--- config.mk ---
export PLATFORM = sky130hd
export DESIGN_NAME = mem_arbiter_flat
export DESIGN_NICKNAME = d
export VERILOG_FILES = /design/src/rtl/mem_arbiter_pkg.sv /design/src/rtl/mem_arbiter_if.sv /design/src/rtl/mem_wait_timer.sv /design/src/rtl/mem_arbiter.sv /design/src/flat_wrapper.sv
export SDC_FILE = /design/constraint.sdc
export NUM_CORES = 1
export LEC_CHECK = 0
export ABC_AREA = 0
export BUFFER_PORTS_ARGS = -buffer_cell sky130_fd_sc_hd__buf_2
export CAP_MARGIN = 20
export CORE_ASPECT_RATIO = 0.8
export CORE_MARGIN = 2
export CORE_UTILIZATION = 42
export DETAILED_ROUTE_END_ITERATION = 10
export GPL_ROUTABILITY_DRIVEN = 0
export HOLD_SLACK_MARGIN = 0.15
export PLACE_DENSITY = 0.87
export RECOVER_POWER = 25
export SYNTH_ARGS = -nofsm -noshare
export SYNTH_HDL_FRONTEND = slang
export SYNTH_SLANG_ARGS = --single-unit
--- constraint.sdc ---
create_clock -name clock -period 1.46 [get_ports clock]
set_input_delay 0.292 -clock clock [delete_from_list [all_inputs] [get_ports clock]]
set_output_delay 0.292 -clock clock [all_outputs]
set_load 0.01 [all_outputs]
--- src/rtl/mem_arbiter_pkg.sv ---
// Shared constants and types for the instruction/data memory arbiter.
// Holds the FSM encoding, the default abort timeout and the memory command payload.
package mem_arbiter_pkg;

    localparam int unsigned ADDR_W          = 32;
    localparam int unsigned DATA_W          = 32;
    localparam int unsigned TIMEOUT_DEFAULT = 16;

    typedef enum logic [1:0] {
        IDLE    = 2'd0,
        IFETCH  = 2'd1,
        DACCESS = 2'd2,
        DONE    = 2'd3
    } arb_state_e;

    typedef struct packed {
        logic              en;
        logic              we;
        logic [ADDR_W-1:0] addr;
        logic [DATA_W-1:0] wdata;
    } mem_cmd_t;

    // True while a memory access is outstanding.
    function automatic logic is_busy(input arb_state_e s);
        return (s == IFETCH) || (s == DACCESS);
    endfunction

endpackage

--- src/rtl/mem_arbiter_if.sv ---
// Bundle of the fetch port, data port, memory command port and pipeline status.
// The arbiter takes the slave view; the requesting pipeline plus memory take the master view.
interface mem_arbiter_if;
    import mem_arbiter_pkg::*;

    logic              if_req;
    logic [ADDR_W-1:0] if_addr;
    logic              if_gnt;
    logic [DATA_W-1:0] if_rdata;

    logic              dm_read;
    logic              dm_write;
    logic [ADDR_W-1:0] dm_addr;
    logic [DATA_W-1:0] dm_wdata;
    logic              dm_done;
    logic [DATA_W-1:0] dm_rdata;

    logic              mem_en;
    logic              mem_we;
    logic [ADDR_W-1:0] mem_addr;
    logic [DATA_W-1:0] mem_wdata;
    logic [DATA_W-1:0] mem_rdata;
    logic              mem_ready;

    logic              stall;
    logic              bus_err;

    modport slave (
        input  if_req, if_addr, dm_read, dm_write, dm_addr, dm_wdata,
        input  mem_rdata, mem_ready,
        output if_gnt, if_rdata, dm_done, dm_rdata,
        output mem_en, mem_we, mem_addr, mem_wdata,
        output stall, bus_err
    );

    modport master (
        output if_req, if_addr, dm_read, dm_write, dm_addr, dm_wdata,
        output mem_rdata, mem_ready,
        input  if_gnt, if_rdata, dm_done, dm_rdata,
        input  mem_en, mem_we, mem_addr, mem_wdata,
        input  stall, bus_err
    );

endinterface

--- src/rtl/mem_wait_timer.sv ---
// Counts cycles an access has waited on memory; expired flags the last permitted wait.
module mem_wait_timer
    import mem_arbiter_pkg::*;
#(
    parameter int unsigned TIMEOUT = TIMEOUT_DEFAULT
) (
    input  logic clock,
    input  logic reset,
    input  logic clear,
    input  logic enable,
    output logic expired
);

    localparam int unsigned          CNT_W = (TIMEOUT > 1) ? $clog2(TIMEOUT) : 1;
    localparam logic [CNT_W-1:0]     LAST  = CNT_W'(TIMEOUT - 1);

    logic [CNT_W-1:0] count_q, count_d;

    assign expired = (count_q == LAST);

    // Holds at the limit so a late enable cannot wrap the count.
    always_comb begin
        count_d = count_q;
        if (clear) begin
            count_d = '0;
        end else if (enable && !expired) begin
            count_d = count_q + CNT_W'(1);
        end
    end

    always_ff @(posedge clock) begin
        if (reset) begin
            count_q <= '0;
        end else begin
            count_q <= count_d;
        end
    end

endmodule

--- src/rtl/mem_arbiter.sv ---
// Arbitrates a single-port memory between instruction fetch and the MEM-stage data port.
// Data accesses win ties; a stuck memory is aborted after TIMEOUT waits with bus_err.
module mem_arbiter
    import mem_arbiter_pkg::*;
#(
    parameter int unsigned TIMEOUT = TIMEOUT_DEFAULT
) (
    input  logic          clock,
    input  logic          reset,
    mem_arbiter_if.slave  bus
);

    arb_state_e        state_q, state_d;
    mem_cmd_t          cmd_q, cmd_d;
    logic [DATA_W-1:0] if_rdata_q, if_rdata_d;
    logic [DATA_W-1:0] dm_rdata_q, dm_rdata_d;
    logic              if_gnt_q, if_gnt_d;
    logic              dm_done_q, dm_done_d;
    logic              bus_err_q, bus_err_d;

    logic              busy;
    logic              expired;
    logic              finish;

    assign busy   = is_busy(state_q);
    assign finish = bus.mem_ready || expired;

    mem_wait_timer #(
        .TIMEOUT (TIMEOUT)
    ) u_wait_timer (
        .clock   (clock),
        .reset   (reset),
        .clear   (!busy),
        .enable  (busy && !bus.mem_ready),
        .expired (expired)
    );

    // Next-state and registered-output computation.
    always_comb begin
        state_d    = state_q;
        cmd_d      = cmd_q;
        if_rdata_d = if_rdata_q;
        dm_rdata_d = dm_rdata_q;
        if_gnt_d   = 1'b0;
        dm_done_d  = 1'b0;
        bus_err_d  = 1'b0;

        unique case (state_q)
            IDLE: begin
                if (bus.dm_read || bus.dm_write) begin
                    state_d = DACCESS;
                    cmd_d   = '{en: 1'b1, we: bus.dm_write, addr: bus.dm_addr, wdata: bus.dm_wdata};
                end else if (bus.if_req) begin
                    state_d = IFETCH;
                    cmd_d   = '{en: 1'b1, we: 1'b0, addr: bus.if_addr, wdata: cmd_q.wdata};
                end
            end
            IFETCH: begin
                if (finish) begin
                    state_d    = DONE;
                    cmd_d.en   = 1'b0;
                    if_gnt_d   = 1'b1;
                    bus_err_d  = !bus.mem_ready;
                    if_rdata_d = bus.mem_ready ? bus.mem_rdata : '0;
                end
            end
            DACCESS: begin
                if (finish) begin
                    state_d   = DONE;
                    cmd_d.en  = 1'b0;
                    cmd_d.we  = 1'b0;
                    dm_done_d = 1'b1;
                    bus_err_d = !bus.mem_ready;
                    // Stores never disturb the last load value.
                    if (!cmd_q.we) begin
                        dm_rdata_d = bus.mem_ready ? bus.mem_rdata : '0;
                    end
                end
            end
            DONE: begin
                state_d = IDLE;
            end
            default: begin
                state_d = IDLE;
            end
        endcase
    end

    always_ff @(posedge clock) begin
        if (reset) begin
            state_q    <= IDLE;
            cmd_q      <= '0;
            if_rdata_q <= '0;
            dm_rdata_q <= '0;
            if_gnt_q   <= 1'b0;
            dm_done_q  <= 1'b0;
            bus_err_q  <= 1'b0;
        end else begin
            state_q    <= state_d;
            cmd_q      <= cmd_d;
            if_rdata_q <= if_rdata_d;
            dm_rdata_q <= dm_rdata_d;
            if_gnt_q   <= if_gnt_d;
            dm_done_q  <= dm_done_d;
            bus_err_q  <= bus_err_d;
        end
    end

    assign bus.mem_en    = cmd_q.en;
    assign bus.mem_we    = cmd_q.we;
    assign bus.mem_addr  = cmd_q.addr;
    assign bus.mem_wdata = cmd_q.wdata;
    assign bus.if_gnt    = if_gnt_q;
    assign bus.if_rdata  = if_rdata_q;
    assign bus.dm_done   = dm_done_q;
    assign bus.dm_rdata  = dm_rdata_q;
    assign bus.bus_err   = bus_err_q;

    // Pipeline hold is the only combinational output.
    assign bus.stall = ((bus.dm_read | bus.dm_write) & ~dm_done_q) | (bus.if_req & ~if_gnt_q);

endmodule

--- src/flat_wrapper.sv ---
// flat-port wrapper written by rule: the top's interface ports become plain ports
module mem_arbiter_flat import mem_arbiter_pkg::*;
#(
    parameter int unsigned TIMEOUT = TIMEOUT_DEFAULT
)
  (clock, reset, bus_if_req, bus_if_addr, bus_dm_read, bus_dm_write, bus_dm_addr, bus_dm_wdata, bus_mem_rdata, bus_mem_ready, bus_if_gnt, bus_if_rdata, bus_dm_done, bus_dm_rdata, bus_mem_en, bus_mem_we, bus_mem_addr, bus_mem_wdata, bus_stall, bus_bus_err);
  mem_arbiter_if bus_i ();
  input  logic clock;
  input  logic reset;
  input wire logic [$bits(bus_i.if_req)-1:0] bus_if_req;
  input wire logic [$bits(bus_i.if_addr)-1:0] bus_if_addr;
  input wire logic [$bits(bus_i.dm_read)-1:0] bus_dm_read;
  input wire logic [$bits(bus_i.dm_write)-1:0] bus_dm_write;
  input wire logic [$bits(bus_i.dm_addr)-1:0] bus_dm_addr;
  input wire logic [$bits(bus_i.dm_wdata)-1:0] bus_dm_wdata;
  input wire logic [$bits(bus_i.mem_rdata)-1:0] bus_mem_rdata;
  input wire logic [$bits(bus_i.mem_ready)-1:0] bus_mem_ready;
  output wire logic [$bits(bus_i.if_gnt)-1:0] bus_if_gnt;
  output wire logic [$bits(bus_i.if_rdata)-1:0] bus_if_rdata;
  output wire logic [$bits(bus_i.dm_done)-1:0] bus_dm_done;
  output wire logic [$bits(bus_i.dm_rdata)-1:0] bus_dm_rdata;
  output wire logic [$bits(bus_i.mem_en)-1:0] bus_mem_en;
  output wire logic [$bits(bus_i.mem_we)-1:0] bus_mem_we;
  output wire logic [$bits(bus_i.mem_addr)-1:0] bus_mem_addr;
  output wire logic [$bits(bus_i.mem_wdata)-1:0] bus_mem_wdata;
  output wire logic [$bits(bus_i.stall)-1:0] bus_stall;
  output wire logic [$bits(bus_i.bus_err)-1:0] bus_bus_err;
  assign bus_i.if_req = bus_if_req;
  assign bus_i.if_addr = bus_if_addr;
  assign bus_i.dm_read = bus_dm_read;
  assign bus_i.dm_write = bus_dm_write;
  assign bus_i.dm_addr = bus_dm_addr;
  assign bus_i.dm_wdata = bus_dm_wdata;
  assign bus_i.mem_rdata = bus_mem_rdata;
  assign bus_i.mem_ready = bus_mem_ready;
  assign bus_if_gnt = bus_i.if_gnt;
  assign bus_if_rdata = bus_i.if_rdata;
  assign bus_dm_done = bus_i.dm_done;
  assign bus_dm_rdata = bus_i.dm_rdata;
  assign bus_mem_en = bus_i.mem_en;
  assign bus_mem_we = bus_i.mem_we;
  assign bus_mem_addr = bus_i.mem_addr;
  assign bus_mem_wdata = bus_i.mem_wdata;
  assign bus_stall = bus_i.stall;
  assign bus_bus_err = bus_i.bus_err;
  mem_arbiter #(.TIMEOUT(TIMEOUT)) u_core (.clock(clock), .reset(reset), .bus(bus_i));
endmodule
==> impl_results.md <==
- Comb pwr share: 37.6%
- Final hold vios: 0
- Flop pwr share: 32.9%
- Clock slew at reported path FFs: 0.06 ns
- Clock power share: 29.5%
- Fin Hold WS: 0.167 ns
- Max-slew violations: 0
- Worst setup EP type: flip-flop
- Final period utilization: 102%
- Final WL: 18700 µm
- Leading cell type in the layout, fill and taps excluded: buf_2
- Tot Pwr: 15.2 mW
- Place WS: -0.0910 ns
- Post-synth top area cell: dfxtp_1
- Largest driver fanout on the critical path: 2
- Via density per instance: 5.26
- CP max-delay cell: dfxtp_2
- DR pass1 iterations: 5
- Tmin final: 1.49 ns
- Clk root buf: clkbuf_16
- Crit Path Class: reg -> reg
- Clock Skews: 0.00830 ns
- FF-to-FF End: u_core.bus.mem_en
- Synthesized instance count: 604
- Grt total ovfl: 0
- Most area-consuming cells after synthesis: dfxtp_1 (51%), nand2_1 (8.9%), a311oi_2 (7.9%)
- Post-synthesis cell area: 5490 µm²
- Area Growth Syn to Fin: 59.9%
- Routed via count: 5949
- Net count after synthesis: 743
- Mean Syn Cell Area: 9.09 µm²
- Number of port buffers: 267
- Initial antenna violation count: 1
- Primary FF master, synth: dfxtp_1
- Overall routing resource usage: 24.7%
- CP Cell Sequence: buf_12 -> ha_4 -> or2_4 -> a211oi_2 -> mux2_4
- Reg2reg path depth: 5
- Sw Ratio: 33.7%
- Synth unique cells: 39
- Detail Route Antenna Nets: 0
- Hold Startpoint: bus_if_addr[17]
- VDD IR max: 0.972 mV
- WP data required: 1.75 ns
- Share of the synthesized area in the top cell type: 50.7%
- First-pass GRT wire length: 28100 µm
- Worst relative slew slack: 77.9%
- Setup TNS: -0.0395 ns
- Placed Instances: 1021
- CP bufs+invs: 1
- P_leak: 3.83 nW
- Detail Placement HPWL: 11200 µm
- Failing checks: setup timing
- Wire per inst: 16.5 µm
- Area after DPL: 7150 µm²
- Least-Margin Pin Slew: 0.330 ns
- Ys Warns: 0
- Worst Hold Class: in -> reg
- Skew-Pair Late Insertion Delay: 0.41 ns
- Internal Power: 10.1 mW
- NetSw: 5.13 mW
- EDFF count, synth: 0
- Reg2reg setup slack: -0.03 ns
- Final std cell area, no fill: 8780 µm²
- Final Setup Violations: 4
- Final WS setup: -0.0309 ns
- IO Pins: 268
- Peak Freq: 671 MHz
- CTS buffer count: 17
- Total number of H-tree levels: 4
- Unrepaired setup endpoints after global routing: true
- Seq/Total Area, Yosys: 50.7%
- Status: finished with violations
- Ys async rst share: 0%
- Share of layout cells above drive strength 1: 37.7%
- Yosys reg bits: 139
- Number of fill cells: 998
- WHS Endpoint: u_core.bus.mem_addr[17]
- Pwr per Cell Area: 1740 nW/µm²
- Core Util, Final: 68.5%
- Hold depth: 3
- Final nets: 1081
- Chip Width: 132 µm
- Total core area: 12800 µm²
- Starting Density: 42.8%
- Layout Cells excl Fill: 1131
- Detailed router's first-iteration violation count: 393
- Startpoint Class: flip-flop
- Clock buffer depth: 2
- Worst stage delay on the critical path: 0.34 ns
- Cell row count: 37
- Most frequent cells in the layout: buf_2 (229), dfxtp_1 (135), nand2_1 (130), o21ai_0 (66), dlygate4sd3_1 (66)
- Total of max-cap violations: 0
- Die ar.: 14000 µm²
- Sink Count: 139
- Crit path DAT: 1.78 ns
- Die Ht: 106 µm
- DRC violation count after routing: 0
- Top delay family on crit path: flip-flops
- Vias in the first global route: 5788
- R2R Path Start: u_core.state_q[0]
- Largest net degree at the start of global routing: 46
- TritonCTS clock tree: yes
-- state kept, by name (all words and copies together) (netlist names) --
signal	flops
u_core.state_q	2
u_core.u_wait_timer.count_q	4
u_core.bus.if_rdata	32
u_core.bus.if_gnt	1
u_core.bus.mem_addr	32
u_core.bus.mem_en	1
u_core.bus.mem_we	1
u_core.bus.dm_done	1
u_core.bus.mem_wdata	32
u_core.bus.dm_rdata	32
u_core.bus.bus_err	1
-- worst min-delay path: stages --
cell and delay [ns]:
buf_2 0.09, nand2_1 0.06, a311oi_2 0.08
-- kinds of logic (layout without fill, tap and decap cells) --
logic type      count (synthesis)  in the layout  synth area share, %
fa+ha+maj                       5              5                 1.14
other cells                     0              1                    0
compound gates                208            208                 27.2
flops                         139            139                 50.7
mux                             3              3                0.570
buf+inv                        59            410                 5.74
simple gates                  189            189                 14.5
xor+xnor                        1              1                0.160
-- final cells by class --
class	instances	area [µm²]	share of cell area (%)
multi-input combinational	406	2510	28.6
timing repair buffer	373	2610	29.7
sequential	139	2790	31.8
tap	175	219	2.49
clock buffer	18	439	5.00
clock inverter	14	184	2.10
inverter	5	21.3	0.242
antenna	1	2.50	0.0285
-- per-layer routing --
| metal | wire length [µm] | share of wire, % | up-vias | track usage [%] |
|---|---|---|---|---|
| met1 | 7420 | 40 | 2787 | 28.8 |
| met4 | 481 | 2.6 | 0 | 10.1 |
| met3 | 1290 | 6.9 | 46 | 5.82 |
| met2 | 9470 | 51 | 319 | 44.0 |
| met5 | 0 | 0 | - | 0 |
| li1 | - | - | 2797 | - |
-- how the worst max path moves through the flow --
stage / from / to / cells past startpoint
final: u_core.state_q[0] / u_core.bus.mem_en / 5
after global routing: u_core.state_q[0] / u_core.bus.dm_rdata[14] / 7
after CTS: u_core.state_q[0] / u_core.bus.mem_en / 5
after detailed placement: u_core.u_wait_timer.count_q[1] / u_core.bus.dm_rdata[5] / 5
after global placement: u_core.u_wait_timer.count_q[1] / u_core.bus.dm_rdata[3] / 5
after floorplan: u_core.u_wait_timer.count_q[0] / u_core.bus.mem_en / 5
-- power groups by stage --
stage          clock [mW]  combinational, mW  sequential [mW]
2_1_floorplan           0               2.61             5.38
3_3_place_gp            0               4.56             5.02
3_5_place_dp            0               4.69             5.05
4_1_cts              4.57               5.17             4.99
5_1_grt              4.77               6.17             5.09
6_report             4.50               5.73             5.01
-- synthesized netlist by cell type, types with 4 or more instances --
cell type and number:
ha_1 5, o21ai_0 66, a22o_1 32, a311oi_2 29
nand2b_1 4, buf_2 18, buf_4 9, dfxtp_1 139
a21oi_1 68, nor2_1 35, nand2_1 130, buf_6 5
clkbuf_1 16, nor3_1 4, inv_1 5, buf_1 6
-- what timing repair did --
item                                    4_1_cts  5_1_grt
endpoints found under the setup margin       68      100
pin swaps                                     0        4
endpoints found under the hold margin        95        0
hold buffers                                 66        0
gates resized for setup                       6       19
setup buffers                                 0        1
cloned                                        2        8
Note: power is estimated with default switching activity, not from simulation.
